### src/rtl/branch_ctrl.sv
// branch_ctrl: branch resolution controller for the RV32I pipeline.
// Owns a 2-bit bimodal BHT, resolves EX-stage conditional branches against
// the prediction carried with the instruction, issues a registered redirect
// plus a multi-cycle IF/ID flush on a mispredict, stalls on operand hazards
// and counts resolved branches and mispredicts.
module branch_ctrl #(
  parameter int BHT_IDX_W    = 4,
  parameter int FLUSH_CYCLES = 2
) (
  input  logic        clk,
  input  logic        rst,
  input  logic [31:0] if_pc,
  output logic        pred_taken,
  input  logic        ex_valid,
  input  logic        ex_branch,
  input  logic        ex_ops_ready,
  input  logic [31:0] ex_pc,
  input  logic [31:0] ex_target,
  input  logic        ex_pred_taken,
  input  logic        br_taken,
  output logic        stall_o,
  output logic        redirect_valid,
  output logic [31:0] redirect_pc,
  output logic        flush_o,
  output logic [31:0] branch_cnt,
  output logic [31:0] mispred_cnt
);

  localparam int BHT_N = 1 << BHT_IDX_W;

  typedef enum logic {IDLE, RECOVER} state_t;

  state_t                state;
  logic [2:0]            fcnt;
  logic [1:0]            bht [BHT_N];
  logic [BHT_IDX_W-1:0]  rd_idx;
  logic [BHT_IDX_W-1:0]  wr_idx;
  logic                  resolve_p0;
  logic                  mispred_p0;
  logic [31:0]           fix_pc_p0;
  logic                  unused_pc_bits;

  // Two-bit saturating counter step: count up on taken, down on not-taken.
  function automatic logic [1:0] sat_update(input logic [1:0] ctr, input logic taken);
    if (taken) return (ctr == 2'd3) ? 2'd3 : ctr + 2'd1;
    else       return (ctr == 2'd0) ? 2'd0 : ctr - 2'd1;
  endfunction

  // Corrected fetch PC: the target if the branch was taken, else the
  // fall-through address (wraps naturally at 2**32).
  function automatic logic [31:0] correct_pc(input logic taken, input logic [31:0] pc,
                                             input logic [31:0] tgt);
    return taken ? tgt : pc + 32'd4;
  endfunction

  assign rd_idx = if_pc[BHT_IDX_W+1:2];
  assign wr_idx = ex_pc[BHT_IDX_W+1:2];

  // Only the index bits of the PCs address the BHT.
  assign unused_pc_bits = ^{if_pc[31:BHT_IDX_W+2], if_pc[1:0]};

  // Lookup reads the array before any same-cycle update (no bypass).
  assign pred_taken = bht[rd_idx][1];

  // EX stage: while recovering, the EX contents are wrong-path and ignored.
  assign resolve_p0 = ex_valid & ex_branch & ex_ops_ready & (state == IDLE);
  assign stall_o    = ex_valid & ex_branch & ~ex_ops_ready & (state == IDLE);
  assign mispred_p0 = resolve_p0 & (br_taken != ex_pred_taken);
  assign fix_pc_p0  = correct_pc(br_taken, ex_pc, ex_target);

  // BHT training on every resolved branch.
  always_ff @(posedge clk) begin
    if (rst) begin
      for (int i = 0; i < BHT_N; i++) bht[i] <= 2'b01;
    end else if (resolve_p0) begin
      bht[wr_idx] <= sat_update(bht[wr_idx], br_taken);
    end
  end

  // Recovery FSM with registered redirect and flush outputs.
  always_ff @(posedge clk) begin
    if (rst) begin
      state          <= IDLE;
      fcnt           <= 3'd0;
      flush_o        <= 1'b0;
      redirect_valid <= 1'b0;
      redirect_pc    <= 32'd0;
    end else begin
      redirect_valid <= 1'b0;
      case (state)
        IDLE: begin
          if (mispred_p0) begin
            state          <= RECOVER;
            fcnt           <= 3'(FLUSH_CYCLES);
            flush_o        <= 1'b1;
            redirect_valid <= 1'b1;
            redirect_pc    <= fix_pc_p0;
          end
        end
        RECOVER: begin
          if (fcnt == 3'd1) begin
            state   <= IDLE;
            fcnt    <= 3'd0;
            flush_o <= 1'b0;
          end else begin
            fcnt <= fcnt - 3'd1;
          end
        end
        default: begin
          state   <= IDLE;
          fcnt    <= 3'd0;
          flush_o <= 1'b0;
        end
      endcase
    end
  end

  // Statistics counters, wrapping modulo 2**32.
  always_ff @(posedge clk) begin
    if (rst) begin
      branch_cnt  <= 32'd0;
      mispred_cnt <= 32'd0;
    end else begin
      if (resolve_p0) branch_cnt  <= branch_cnt + 32'd1;
      if (mispred_p0) mispred_cnt <= mispred_cnt + 32'd1;
    end
  end

endmodule

### config.mk
export PLATFORM = sky130hd
export DESIGN_NAME = branch_ctrl
export DESIGN_NICKNAME = d
export VERILOG_FILES = /design/src/rtl/branch_ctrl.sv
export SDC_FILE = /design/constraint.sdc
export NUM_CORES = 1
export LEC_CHECK = 0
export CORE_MARGIN = 4
export CORE_UTILIZATION = 44
export DETAILED_ROUTE_END_ITERATION = 10
export GPL_TIMING_DRIVEN = 0
export PLACE_DENSITY = 0.82
export SKIP_LAST_GASP = 1
export SLEW_MARGIN = 20
export SYNTH_ARGS = -nofsm -noshare
export SYNTH_HDL_FRONTEND = slang
export SYNTH_SLANG_ARGS = --single-unit
### constraint.sdc
create_clock -name clk -period 1.85 [get_ports clk]
set_input_delay 0.2775 -clock clk [delete_from_list [all_inputs] [get_ports clk]]
set_output_delay 0.2775 -clock clk [all_outputs]
set_load 0.01 [all_outputs]
# After elaboration in Yosys (flattened, before gate mapping)
# Memory sizes are Yosys's and may differ from the RTL's.
# Cells that the tools add are included.
# Widths: inputs -> output; s select.
# word_totals
regBits	102
ram_bits	32
inputBits	103
output_inout_bits	100
word_cells	55
n_memories	1
# mem_list
memory	words	width	read_ports	rd_clocked_by_memory_dff	wr	line	source
bht	16	2	2	0	16	35	logic [1:0] bht [BHT_N];
# op_classes
add_sub_neg	6
eq_ne	5
muxes	23
n_bitwise	8
n_reduce_logical	5
# ops
cell	count
$add 32x1->32 const B	2
$add 32x3->32 const B	1
$mux 32	1
$mux 2	6
$mux 1	10
$and 1x1->1	6
$mux 3	2
$pmux 3 s2	1
$mux 4	1
$pmux 1 s2	2
$reduce_and 2->1	2
$reduce_or 2->1	2
$eq 3x1->1 const B	1
$sub 3x1->3 const B	1
$add 2x1->2 const B	1
$eq 2x2->1 const B	1
$logic_not 2->1	1
$ne 2x1->1 const B	1
$ne 2x2->1 const B	1
$not 1->1	2
$sub 2x1->2 const B	1
$ne 1x1->1	1

# Depth between registers and ports, before layout
# depth
depth_word	8
ltp_mapped	8
mapped_depth_nobuf	7

# Worst setup path after synthesis
# OpenSTA, ideal clock, no wires.
# synth_path
path_kind	reg2reg
startpoint	register mispred_cnt[6]
endpoint	register mispred_cnt[25]
setup_time_ns	0.123
arrival_time_ns	1.875
required_ns	1.727
setup_slack_ns	-0.149
path_stages_with_launch	6
period_less_slack_ns	1.999
path_cell_list	dfxtp_1 > and4_1 > nand4_2 > or3_1 > nor4_2 > mux2_1
# synth_via
elab_chain_len	1
# synth_rtl
item	line	source
start: declaration	26	output logic [31:0] mispred_cnt
start signal: assignment	125	if (mispred_p0) mispred_cnt <= mispred_cnt + 32'd1;
$add 32x1->32	125	
# Every way passes these cells.
# A chain may end at the register's enable or synchronous reset.

==> metrics.txt <==
Clk pwr share=46.2%; Mapped Nets=901; synth-to-layout area growth=50.29%; CTS tree=yes; layout cells sized above 1=21.75%; DRC Markers=0; top-area cell type share of the netlist area=28.71%; status=finished with violations; Pleak=0.003780 uW; Max Clock Skew=0.009899 ns; CTS sink count=134; die area=0.01826 mm^2; Synth area leaders=dfxtp_1 29%, edfxtp_1 14%, xnor2_1 5.5%; Ant. Diodes=0; total power=7364 uW; first-pass GRT wire length=34660 um; clk buf depth=2; synth cell count leaders=102 x dfxtp_1, 92 x nor2_1, 72 x nand2_1; peak supply drop=0.6696 mV; Synth Area per Inst=9.004 um^2; CP Launch Type=flip-flop; Hold Startpoint=br_taken; top layer in use=met4; total gr overflow=0; RSZ-0062 raised after global routing=yes; top-count cell post-synth=dfxtp_1; sequential area share after synthesis=42.22%; Netlist cell types=62; largest net degree at the start of global routing=17; Worst Max-Slew Pin Slew=0.7916 ns; fin. max-slew vios=0; H-tree levels=4; R2R Path Start=bht[1][1]; Cell Area, Synth=0.007113 mm^2; hold crit path type=input pin to flip-flop; dominant cell type by area after synthesis=dfxtp_1; synth warn=0; Vias/cell=5.743; fill count=1237; gp weighted congestion=0.8529; GRT Overall Usage=24.07%; P_int=5595 uW; Top FF cell, synth=dfxtp_1; Critical Path AT=1.93 ns; met2 WL=11740 um; Final Hold Vio Count=0; Sw Share=24.02%; Reg area=0.003023 mm^2; number of port buffers=172; combinational fraction of design power=12.2%; Max-Cap Viols=0; Final Cell Area=0.01069 mm^2; Sw Pwr=1769 uW; WL final=23340 um; Worst Setup SP=bht[11][1]; Final HPWL DP=15590 um; Cells after Synth=790; I/O pins=203; share of power burned in registers=41.6%; Post-CTS Hold Buffers=0; iteration-0 DRC count of the detailed router=525; data required time of the critical path=1.57 ns; area of the multi-input gates=0.004372 mm^2; asr flop ratio synth=0%; CP Buf/Inv Count=1; antenna violations before repair=0; Die Ht=135.1 um; FP Rows=46; Crit Path Category=flip-flop to output pin; failing checks=setup timing; Inst Count DP=1178; Initial DRT Pass Iterations=5; max_slew headroom=47.23%; final period utilization=119.4%; Final min period=2.209 ns; Final Non-Filler Cells=1246; average wire per cell in the routed design=18.73 um; Initial Util=44.78%; fin util=67.30%; CP Capture Type=output pin; CTS Root Cell=clkbuf_16; Routed Antenna Nets=0; crit path cell chain=mux4_2, mux4_2, buf_6; Top cell by count, worst path=mux4_2; wl on met1=9326 um; critical path's top delay family=multiplexers; max incr delay on CP=0.51 ns; Power Density=688.8 mW/mm^2; crit-path max FO=2; Post-synth EDFFs=32; Reg clk slew, reported paths=0.06 ns; CTS Buf Count=17; fmax=452.6 MHz; final worst slack=-0.3594 ns; layout net count=1128; clk_lat worst skew=0.43 ns; Post-DP Area=0.009155 mm^2; Critical-path top delay cell=mux4_2; DP Worst Slack=-0.9896 ns; final setup violation count=52; WL met3=1698 um; Die Wd=135.1 um; Vias=7156; Yosys reg bits=134; core area=0.01589 mm^2; vias in the first global route=6670
[power groups by stage]
stage,Combinational [uW],Clock [uW],Sequential (uW)
6_report,897,3400,3060
5_1_grt,950,3560,3070
4_1_cts,801,3430,3060
3_5_place_dp,715,0,3130
3_3_place_gp,706,0,3120
2_1_floorplan,343,0,3130
[routing by layer]
metal  GRT usage, %  vias to the layer above
met1          30.76                     3418
met3          4.718                       51
met2          40.40                      356
met5              0                        -
li1               -                     3331
met4          9.239                        0
[cells in the final DEF (no fill, tap or decap), types with 7 or more instances in the layout]
cell / count
or3_1: 7
nor4_2: 9
clkbuf_1: 20
nand2_1: 55
nor3_4: 10
nor2_1: 83
dfxtp_1: 88
buf_6: 13
nand2_2: 13
o21ai_0: 18
clkbuf_16: 17
nand4_1: 32
buf_4: 34
o211ai_1: 8
and3_1: 27
o22ai_1: 9
xor2_1: 23
nor2_4: 7
and4_1: 11
dfxtp_2: 13
edfxtp_1: 32
nand2b_1: 11
mux4_2: 12
a21oi_1: 34
o21ai_2: 8
xnor2_1: 44
nand3_1: 44
inv_1: 17
nor3_1: 12
clkdlybuf4s50_1: 165
[layout make-up]
type,instances,area share (%)
flip-flops and latches,134,28.28
clock inverters,8,0.9012
repair buffers,213,19.39
plain buffers,42,2.774
multi-input cells,592,40.89
inverters,17,0.5969
clock buffers,24,4.635
well taps,216,2.528
[final timing paths]
kind | slack [ns] | endpoint | cells past startpoint
worst max-delay path | -0.36 | pred_taken | 3
worst min-delay path | 0.39 | redirect_pc[31] | 4
worst max register to register | -0.22 | bht[15][1] | 6
worst min register to register | 0.45 | redirect_pc[8] | 2
[sequential cells by signal, summed over array words and instances, names as in the netlist]
signal	count
bht	32
branch_cnt	32
mispred_cnt	32
redirect_pc	32
fcnt	3
flush_o	1
redirect_valid	1
state	1
[stage by stage]
| stage | TNS, ns | hold WS, ns |
|---|---|---|
| global placement | -90.38 | 0.4459 |
| finish | -7.192 | 0.3910 |
| CTS | -4.960 | 0.2932 |
| floorplan | -0.4879 | 0.4174 |
| global route | -10.41 | 0.4215 |
| detailed placement | -94.46 | 0.4468 |
[repair_timing]
action | CTS | global route
pin swaps | 16 | 19
setup buffers | 17 | 23
gates resized for setup | 84 | 117
endpoints found under the setup margin | 137 | 119
gates cloned | 2 | 0
[logic make-up (layout without fill, tap and decap cells)]
group           count (synthesis)  after routing  synth area share, %
simple gates                  380            380                28.69
flops                         134            134                42.22
compound gates                112            112                9.376
xor+xnor                       69             69                8.602
buf+inv                        64            304                4.011
mux                            21             21                5.383
fa+ha+maj                      10             10                1.724
[tightest hold or removal path: cells and delay by family]
| kind | cells | cell delay (ns) |
|---|---|---|
| buffers and inverters | 1 | 0.23 |
| AND/OR/NAND/NOR | 2 | 0.19 |
| AO/OA/AOI/OAI | 1 | 0.06 |
Note: power is estimated with default switching activity, not from simulation.
